[config.mk]
export PLATFORM = sky130hd
export DESIGN_NAME = uart_tx_fifo
export DESIGN_NICKNAME = d
export VERILOG_FILES = /design/src/rtl/uart_pkg.sv /design/src/rtl/uart_fifo.sv /design/src/rtl/uart_tx_fifo.sv
export SDC_FILE = /design/constraint.sdc
export NUM_CORES = 1
export LEC_CHECK = 0
export ABC_AREA = 1
export BUFFER_PORTS_ARGS = -buffer_cell sky130_fd_sc_hd__clkbuf_2
export CORE_UTILIZATION = 60
export CTS_CLUSTER_DIAMETER = 40
export DETAILED_ROUTE_END_ITERATION = 10
export MAX_ROUTING_LAYER = met4
export PLACE_DENSITY = 0.83
export SETUP_SLACK_MARGIN = 0.02
export SYNTH_ARGS = -nofsm -noshare
export SYNTH_HDL_FRONTEND = slang
export SYNTH_SLANG_ARGS = --single-unit
[constraint.sdc]
create_clock -name clk -period 2.75 [get_ports clk]
set_input_delay 0.275 -clock clk [delete_from_list [all_inputs] [get_ports clk]]
set_output_delay 0.275 -clock clk [all_outputs]
set_load 0.005 [all_outputs]
[src/rtl/uart_pkg.sv]
// Shared types and constants for the uart_tx_fifo transmitter.
// Define UART_TX_PARITY_EN to build the 8E1 variant with an even-parity bit.
package uart_pkg;

   typedef enum logic [2:0] {
      IDLE   = 3'd0,
      START  = 3'd1,
      DATA   = 3'd2,
      PARITY = 3'd3,
      STOP   = 3'd4
   } uart_state_e;

   localparam int DATA_BITS = 8;

`ifdef UART_TX_PARITY_EN
   localparam int FRAME_BITS = 11;

   function automatic logic even_parity(input logic [DATA_BITS-1:0] d);
      return ^d;
   endfunction
`else
   localparam int FRAME_BITS = 10;
`endif

endpackage

[src/rtl/uart_fifo.sv]
// Synchronous byte FIFO with a registered occupancy count and a
// combinational read port on the head entry.
module uart_fifo
   import uart_pkg::*;
#(
   parameter int DEPTH = 16
) (
   input  logic                       clk,
   input  logic                       rst,
   input  logic                       push,
   input  logic                       pop,
   input  logic [DATA_BITS-1:0]       din,
   output logic [DATA_BITS-1:0]       dout,
   output logic [$clog2(DEPTH):0]     count,
   output logic                       full,
   output logic                       empty
);

   localparam int AW = $clog2(DEPTH);
   localparam logic [AW:0] FULL_CNT = (AW+1)'(DEPTH);

   logic [DATA_BITS-1:0] mem_q [DEPTH];
   logic [AW-1:0]        wr_ptr_q;
   logic [AW-1:0]        rd_ptr_q;
   logic [AW:0]          count_q;
   logic [AW:0]          count_d;
   logic                 push_ok_s;
   logic                 pop_ok_s;

   // A write while full is refused even if a pop frees a slot on the same edge.
   assign push_ok_s = push & ~full;
   assign pop_ok_s  = pop & ~empty;

   assign full  = (count_q == FULL_CNT);
   assign empty = (count_q == '0);
   assign count = count_q;
   assign dout  = mem_q[rd_ptr_q];

   always_comb begin
      count_d = count_q;
      case ({push_ok_s, pop_ok_s})
         2'b10:   count_d = count_q + 1'b1;
         2'b01:   count_d = count_q - 1'b1;
         default: count_d = count_q;
      endcase
   end

   always_ff @(posedge clk or negedge rst) begin
      if (!rst) begin
         wr_ptr_q <= '0;
         rd_ptr_q <= '0;
         count_q  <= '0;
      end else begin
         if (push_ok_s) wr_ptr_q <= wr_ptr_q + 1'b1;
         if (pop_ok_s)  rd_ptr_q <= rd_ptr_q + 1'b1;
         count_q <= count_d;
      end
   end

   always_ff @(posedge clk) begin
      if (push_ok_s) mem_q[wr_ptr_q] <= din;
   end

endmodule

[src/rtl/uart_tx_fifo.sv]
// Buffered UART transmitter: FIFO feeding an 8N1 (8E1 with UART_TX_PARITY_EN)
// serializer with a registered line output.
module uart_tx_fifo
   import uart_pkg::*;
#(
   parameter int CLK_FREQ   = 10_000_000,
   parameter int BAUD       = 115_200,
   parameter int FIFO_DEPTH = 16
) (
   input  logic                 clk,
   input  logic                 rst,
   input  logic                 wr_en,
   input  logic [DATA_BITS-1:0] wr_data,
   output logic                 full,
   output logic                 tx_busy,
   output logic                 overflow,
   output logic                 uart
);

   localparam int DIV = CLK_FREQ / BAUD;
   localparam int CW  = (DIV > 1) ? $clog2(DIV) : 1;
   localparam logic [CW-1:0] DIV_LAST = CW'(DIV - 1);
   localparam int NW  = $clog2(FIFO_DEPTH) + 1;

   uart_state_e          state_q;
   logic [CW-1:0]        baud_cnt_q;
   logic [2:0]           bit_idx_q;
   logic [DATA_BITS-1:0] data_q;
   logic                 uart_q;
   logic                 overflow_q;

   logic                 bit_end_s;
   logic                 pop_s;
   logic [DATA_BITS-1:0] fifo_dout_s;
   logic [NW-1:0]        fifo_count_s;
   logic                 fifo_full_s;
   logic                 fifo_empty_s;

   uart_fifo #(.DEPTH(FIFO_DEPTH)) u_fifo (
      .clk   (clk),
      .rst   (rst),
      .push  (wr_en),
      .pop   (pop_s),
      .din   (wr_data),
      .dout  (fifo_dout_s),
      .count (fifo_count_s),
      .full  (fifo_full_s),
      .empty (fifo_empty_s)
   );

   assign bit_end_s = (baud_cnt_q == DIV_LAST);

   // Pops happen only from IDLE or at the last cycle of STOP, so back-to-back frames have no gap.
   assign pop_s = (fifo_count_s != '0) &&
                  ((state_q == IDLE) || ((state_q == STOP) && bit_end_s));

   always_ff @(posedge clk or negedge rst) begin
      if (!rst) begin
         state_q    <= IDLE;
         baud_cnt_q <= '0;
         bit_idx_q  <= 3'd0;
         data_q     <= '0;
         uart_q     <= 1'b1;
      end else begin
         baud_cnt_q <= ((state_q == IDLE) || bit_end_s) ? '0 : baud_cnt_q + 1'b1;
         case (state_q)
            IDLE: begin
               if (pop_s) begin
                  data_q  <= fifo_dout_s;
                  state_q <= START;
                  uart_q  <= 1'b0;
               end
            end
            START: begin
               if (bit_end_s) begin
                  state_q   <= DATA;
                  bit_idx_q <= 3'd0;
                  uart_q    <= data_q[0];
               end
            end
            DATA: begin
               if (bit_end_s) begin
                  if (bit_idx_q == 3'(DATA_BITS - 1)) begin
`ifdef UART_TX_PARITY_EN
                     state_q <= PARITY;
                     uart_q  <= even_parity(data_q);
`else
                     state_q <= STOP;
                     uart_q  <= 1'b1;
`endif
                  end else begin
                     bit_idx_q <= bit_idx_q + 3'd1;
                     uart_q    <= data_q[bit_idx_q + 3'd1];
                  end
               end
            end
`ifdef UART_TX_PARITY_EN
            PARITY: begin
               if (bit_end_s) begin
                  state_q <= STOP;
                  uart_q  <= 1'b1;
               end
            end
`endif
            STOP: begin
               if (bit_end_s) begin
                  if (pop_s) begin
                     data_q  <= fifo_dout_s;
                     state_q <= START;
                     uart_q  <= 1'b0;
                  end else begin
                     state_q <= IDLE;
                     uart_q  <= 1'b1;
                  end
               end
            end
            default: begin
               state_q <= IDLE;
               uart_q  <= 1'b1;
            end
         endcase
      end
   end

   // Sticky: a refused write is remembered until reset.
   always_ff @(posedge clk or negedge rst) begin
      if (!rst) begin
         overflow_q <= 1'b0;
      end else begin
         overflow_q <= overflow_q | (wr_en & fifo_full_s);
      end
   end

   assign full     = fifo_full_s;
   assign tx_busy  = (state_q != IDLE) | ~fifo_empty_s;
   assign overflow = overflow_q;
   assign uart     = uart_q;

endmodule

## Word level (Yosys, flattened, before mapping)

Memory sizes are Yosys's and may differ from the RTL's.
Cells that the tools add are included.

- Bits in latches: 0
- Logic and storage cells: 80
- Bits in registers: 36
- Memories: 1
- ROM bits: 0
- Output and inout bits: 4
- RAM bits: 128
- Input port bits: 11

Memories:

| memory | depth | width | rd ports | clocked after memory_dff | wr ports | RTL line | source |
|---|---|---|---|---|---|---|---|
| u_fifo.mem_q | 16 | 8 | 1 | 0 | 1 | uart_fifo.sv:22 | `logic [DATA_BITS-1:0] mem_q [DEPTH];` |

- Mux-type cells: 27
- Div/mod/pow operators: 0
- Order comparisons: 1
- Shift-type cells: 0
- Bitwise logic cells: 7
- Reduce and logical (&&, ||, !) cells: 15
- Multiply operators: 0
- Add/sub/neg operators: 6
- Equal/unequal tests: 14

Operator list:

| cell | number |
|---|---|
| $mux 3 | 8 |
| $mux 8 | 2 |
| $pmux 8 s2 | 1 |
| $pmux 3 s4 | 1 |
| $mux 1 | 10 |
| $ne 2x2->1 const B | 5 |
| $pmux 5 s2 | 1 |
| $add 4x1->4 const B | 2 |
| $reduce_and 4->1 | 2 |
| $add 7x1->7 const B | 1 |
| $eq 7x7->1 const B | 1 |
| $mux 7 | 1 |
| $eq 3x3->1 const B | 2 |
| $pmux 3 s2 | 1 |
| $reduce_bool 2->1 | 3 |
| $add 5x1->5 const B | 1 |
| $eq 5x5->1 const B | 1 |
| $logic_not 5->1 | 1 |
| $reduce_and 5->1 | 1 |
| $reduce_bool 5->1 | 1 |
| $sub 5x1->5 const B | 1 |
| $lt 3x4->1 const B | 1 |
| $pmux 1 s4 | 1 |
| $add 3x1->3 const B | 1 |
| 14 further kinds | 20 |

## Depth between registers and ports, before layout

- Word-level depth: 7
- Gate-level depth with buffers: 18
- Gate-level depth less buffers: 17

## Modules after synthesis

Synthesis repeated with hierarchy kept, for this count alone.

- Cells, all modules: 774
- Area, all modules: 7484.7 sq um

Modules (own cells, without submodules):

| module | times used | cells each | area each (sq um) | sequential area each (sq um) |
|---|---|---|---|---|
| uart_fifo | 1 | 620 | 6223.5 | 4169.0 |
| uart_tx_fifo | 1 | 154 | 1261.2 | 576.8 |

## Least setup slack after synthesis

Ideal clock, no wire load.

- Kind: register to register
- Start: register baud_cnt_q[0]
- End: register u_fifo.count_q[4], in the netlist u_fifo.count[4]
- Buffers on the path: 1
- Period minus slack after synthesis: 2.310 ns
- Setup time: 0.116 ns
- Setup slack: 0.440 ns
- Data arrival time: 2.194 ns
- Stages on the path, launching flop included: 18
- Data required time: 2.634 ns
- Path through: dfrtp_1 -> ha_1 -> inv_1 -> nor2_1 -> nand2_1 -> nand2_1 -> nand3_2 -> inv_1 -> buf_6 -> ha_1 -> xor2_1 -> ha_1 -> o21bai_1 -> nand3_1 -> nand2_1 -> xor2_1 -> nand2_1 -> nand2_1

- Word-level cells in the longest chain between the ends: 7
- Elaborated cells between the ends (all ways): 9
- Classes of those cells: eq/ne (3); mux (1); bitwise (1); reduce/logical (4)

Ends and longest elaborated chain:

| element | RTL line | source |
|---|---|---|
| start: declaration | uart_tx_fifo.sv:26 | `logic [CW-1:0] baud_cnt_q;` |
| start signal: assignment | uart_tx_fifo.sv:65 | `baud_cnt_q <= ((state_q == IDLE) \|\| bit_end_s) ? '0 : baud_cnt_q + 1'b1;` |
| $eq 7x7->1 (*) | uart_tx_fifo.sv:51 | `assign bit_end_s = (baud_cnt_q == DIV_LAST);` |
| $logic_and 1x1->1 (*) | uart_tx_fifo.sv:55 | `((state_q == IDLE) \|\| ((state_q == STOP) && bit_end_s));` |
| $logic_or 1x1->1 (*) | uart_tx_fifo.sv:55 |  |
| $logic_and 1x1->1 (*) | uart_tx_fifo.sv:54 | `assign pop_s = (fifo_count_s != '0) &&` |
| $and 1x1->1 (*) | uart_fifo.sv:32 | `assign pop_ok_s = pop & ~empty;` |
| via u_fifo.pop_ok_s | uart_fifo.sv:28 | `logic pop_ok_s;` |
| $eq 2x1->1 / $eq 2x2->1 (equally long branches) | uart_fifo.sv:41 | `case ({push_ok_s, pop_ok_s})` |
| $pmux 5 s2 / $reduce_bool 2->1 (equally long branches) | -- |  |
| end signal: assignment | uart_fifo.sv:56 | `count_q <= count_d;` |
| end: declaration | uart_fifo.sv:25 | `logic [AW:0] count_q;` |

The timed path passes the listed nets; every way through them passes the cells marked *.
A chain may end at the register's enable or synchronous reset.

## Worst setup path in the final report

- Start: register baud_cnt_q[0]
- End: register u_fifo.count_q[4], in the netlist u_fifo.count[4]

- Word-level cells in the longest chain between the ends: 7
- Elaborated cells between the ends (all ways): 9
- Classes of those cells: eq/ne (3); mux (1); bitwise (1); reduce/logical (4)

Ends and longest elaborated chain:

| element | RTL line |
|---|---|
| $eq 7x7->1 (*) | uart_tx_fifo.sv:51 |
| $logic_and 1x1->1 (*) | uart_tx_fifo.sv:55 |
| $logic_or 1x1->1 (*) | uart_tx_fifo.sv:55 |
| $logic_and 1x1->1 (*) | uart_tx_fifo.sv:54 |
| $and 1x1->1 (*) | uart_fifo.sv:32 |
| $eq 2x1->1 / $eq 2x2->1 (equally long branches) | uart_fifo.sv:41 |
| $pmux 5 s2 / $reduce_bool 2->1 (equally long branches) | -- |

Mark *: on every way between the ends. The rest lies on a longest branch, timed or not.

==> results.yml <==
sta:
  fin_skew_ns: 0.00731
  rsz0062_at_grt: "no"
  setup-tns-final_ns: 0
  worst_slew_pin_slew_ns: 0.880
  max_freq_mhz: 413
  fin_crit_sh_pct: 88.1
  slew_headroom_pct: 41.3
  layout_setup_ws_ns: 0.328
  period_minus_slack_ns: 2.42
  drv_slew: 0
  hold_viol_final: 0
  setup_viol: 0
synthesis:
  synth_top_family_by_area: "simple AND/OR/NAND/NOR gates"
  synth_enable_flop_cells: 128
  synthMuxAreaShare_pct: 0
  synth_xor_area_share_pct: 1.48
  netlist_area_um2: 7110
  yosys.cell_count.top_type: "nor2_1"
  ys.flop_type: "edfxtp_1"
  synth_seq_cells: 164
  avgSynthCellArea_um2: 10.7
  synthDominantCellAreaShare_pct: 54.0
  synth_common_cells: "156 x nor2_1, 128 x edfxtp_1, 93 x nand2_1, 65 x nand3_1, 41 x o21ai_1"
  synth_cells: 664
  synth.distinct_cells: 33
  synth_nets: 688
  yosys.area_share.simple_pct: 18.8
  synth-compound-area-share_pct: 6.07
  synth_warnings: 0
  yosysSeqAreaShare_pct: 66.7
  yosys-top-cells-area: "edfxtp_1 54%, dfrtp_1 12%, nor2_1 8.2%, nand2_1 4.9%, nand3_1 4.6%"
  async_flop_share_pct: 22.0
  synth_top_cell_by_area: "edfxtp_1"
  synthAdderAreaFrac_pct: 2.29
worst_setup_path:
  cp_cell_sequence: "ha_1 -> inv_1 -> nor2_1 -> nand2_1 -> nand2_1 -> nand3_2 -> inv_1 -> ha_1 -> ha_1 -> inv_1 -> o21bai_1 -> inv_1 -> nand2_1 -> xor2_1 -> nand2_1 -> nand2_1"
  startpoint_type: "flip-flop"
  endpoint_kind: "flip-flop"
  cpMaxStageDelayCell: "dfrtp_1"
  worstPathRequired_ns: 3.11
  reg2reg_slack_ns: 0.33
  max_stage_delay_ns: 0.42
  r2r-start: "baud_cnt_q[0]"
  path_common_cell: "nand2_1"
  cp.arrival_ns: 2.78
  crit_type: "flip-flop to flip-flop"
  crit_path_start: "baud_cnt_q[0]"
  path_max_fanout: 5
cells_and_area:
  drive_gt1_share_pct: 8.92
  final_cells: 838
  regArea_um2: 4750
  nFillCells: 782
  synthToLayoutAreaGrowth_pct: 10.2
  nets: 706
  multiInputGateArea_um2: 2040
  antenna_cells: 0
drt:
  wl_mm: 14.5
  drt_iter0_drc: 502
  vias: 4880
  route.detailed.drc: 0
  first_pass_iters: 5
  drtAntennaViolNets: 0
  post_drt_wl_per_cell_um: 17.3
  viasPerCell: 5.82
grt:
  grt_util_met2_pct: 41.0
  grt_busiest_layer: "met2"
  antenna_found_initial: 0
  grt_max_degree: 54
  grt_util_all_layers_pct: 25.8
  met3_usage_pct: 4.98
  use_met1_pct: 32.9
  grt-ovfl-total: 0
  grt_pass1_wl_mm: 23.5
  grt_pass1_vias: 4762
floorplanning:
  core_um2: 11500
  dieHeight_um: 111
  start_util_pct: 62.0
  die_area_um2: 12300
  placementRows: 39
  io_pins: 15
  die_w_um: 111
clocking:
  insertion_delay_ns: 0.42
  htree_levels: 4
  cts_resized: 0
  root_buffer: "clkbuf_16"
  cts_buffer_depth: 2
  ctsHoldBuffers: 1
  cts_tree: "built"
  cts_setup_buffers: 0
  clk_pin_slew_ns: 0.06
  cts_buffers: 17
  cts.sinks: 164
run_status:
  status: "finished clean"
min_path:
  hp-start: "wr_en"
  worstHoldPathType: "primary input to flip-flop"
place:
  port_buffers: 14
  gp_congestion: 0.855
  dp_hpwl_mm: 9.16
  dp_slack_ns: 0.383
  dp.cells: 805
job:
  drv_cap: 0
pwr:
  finalPower_mw: 5.88
  ir_worst_vdd_mv: 0.622
  p_per_area_nw_per_um2: 750
  power.leakage_nw: 3.02
## worst max-delay path, delay by kind of cell (launching register included)
family,cells,cell delay (ns)
adder cells (fa/ha/maj),3,0.84
XOR/XNOR,1,0.14
flip-flops,1,0.42
AO/OA/AOI/OAI,1,0.17
AND/OR/NAND/NOR,7,0.55
buffers and inverters,4,0.24
## final cells by class
| cell class | count | area share [%] |
|---|---|---|
| clock buffer | 19 | 5.52 |
| clock inverter | 13 | 1.69 |
| inverter | 39 | 1.87 |
| multi-input combinational | 434 | 26.0 |
| sequential | 164 | 60.5 |
| tap | 143 | 2.28 |
| timing repair buffer | 26 | 2.07 |
## layout by cell type (no fill, tap or decap), types with 5 or more instances in the layout
cell type	n
xor2_1	10
nor2_1	156
ha_1	13
nand2_1	93
edfxtp_1	128
clkbuf_2	14
nand3_1	65
o21ai_1	41
clkinv_1	5
o21ai_0	32
dfrtp_1	34
inv_1	33
buf_4	11
clkbuf_16	17
## worst paths after layout
check | to | cells past startpoint
worst max-delay path | u_fifo.count[4] | 16
worst min-delay path | overflow | 2
worst max register to register | u_fifo.count[4] | 16
worst min register to register | overflow | 1
max in group asynchronous | u_fifo.rd_ptr_q[0] | 2
min in group asynchronous | baud_cnt_q[6] | 2
## cell families (layout without fill, tap and decap cells)
kind of cell,after synthesis,in the layout
compound gates,83,83
xor+xnor,12,12
fa+ha+maj,13,13
buf+inv,66,97
flops,164,164
simple gates,326,326
## state kept, by name (all words and copies together) (netlist names)
register / count
u_fifo.rd_ptr_q: 4
u_fifo.wr_ptr_q: 4
overflow: 1
u_fifo.mem_q: 128
uart: 1
baud_cnt_q: 7
data_q: 8
u_fifo.count: 5
state_q: 3
bit_idx_q: 3
## metal layers
metal  part of all wire, %  wire length (um)  up-vias
met3                   6.9               996       33
met4                   2.2               321        0
met2                    49              7150      241
li1                      -                 -     2285
met5                     0                 0        -
met1                    42              6040     2321
## where the power goes
part           switching, mW  internal, mW
Clock                  0.921          1.33
Sequential             0.114          2.94
Combinational          0.401         0.170
Total                   1.44          4.44
## through the flow
stage	hold WS [ns]	area [um^2]	util, %
global route	0.0817	7840	68.4
floorplan	-0.0206	7110	-
CTS	0.0719	7840	68.4
detailed placement	0.441	7260	63.3
global placement	0.432	7260	63.3
finish	0.0860	7840	68.4
(Power assumes the default switching activity.)
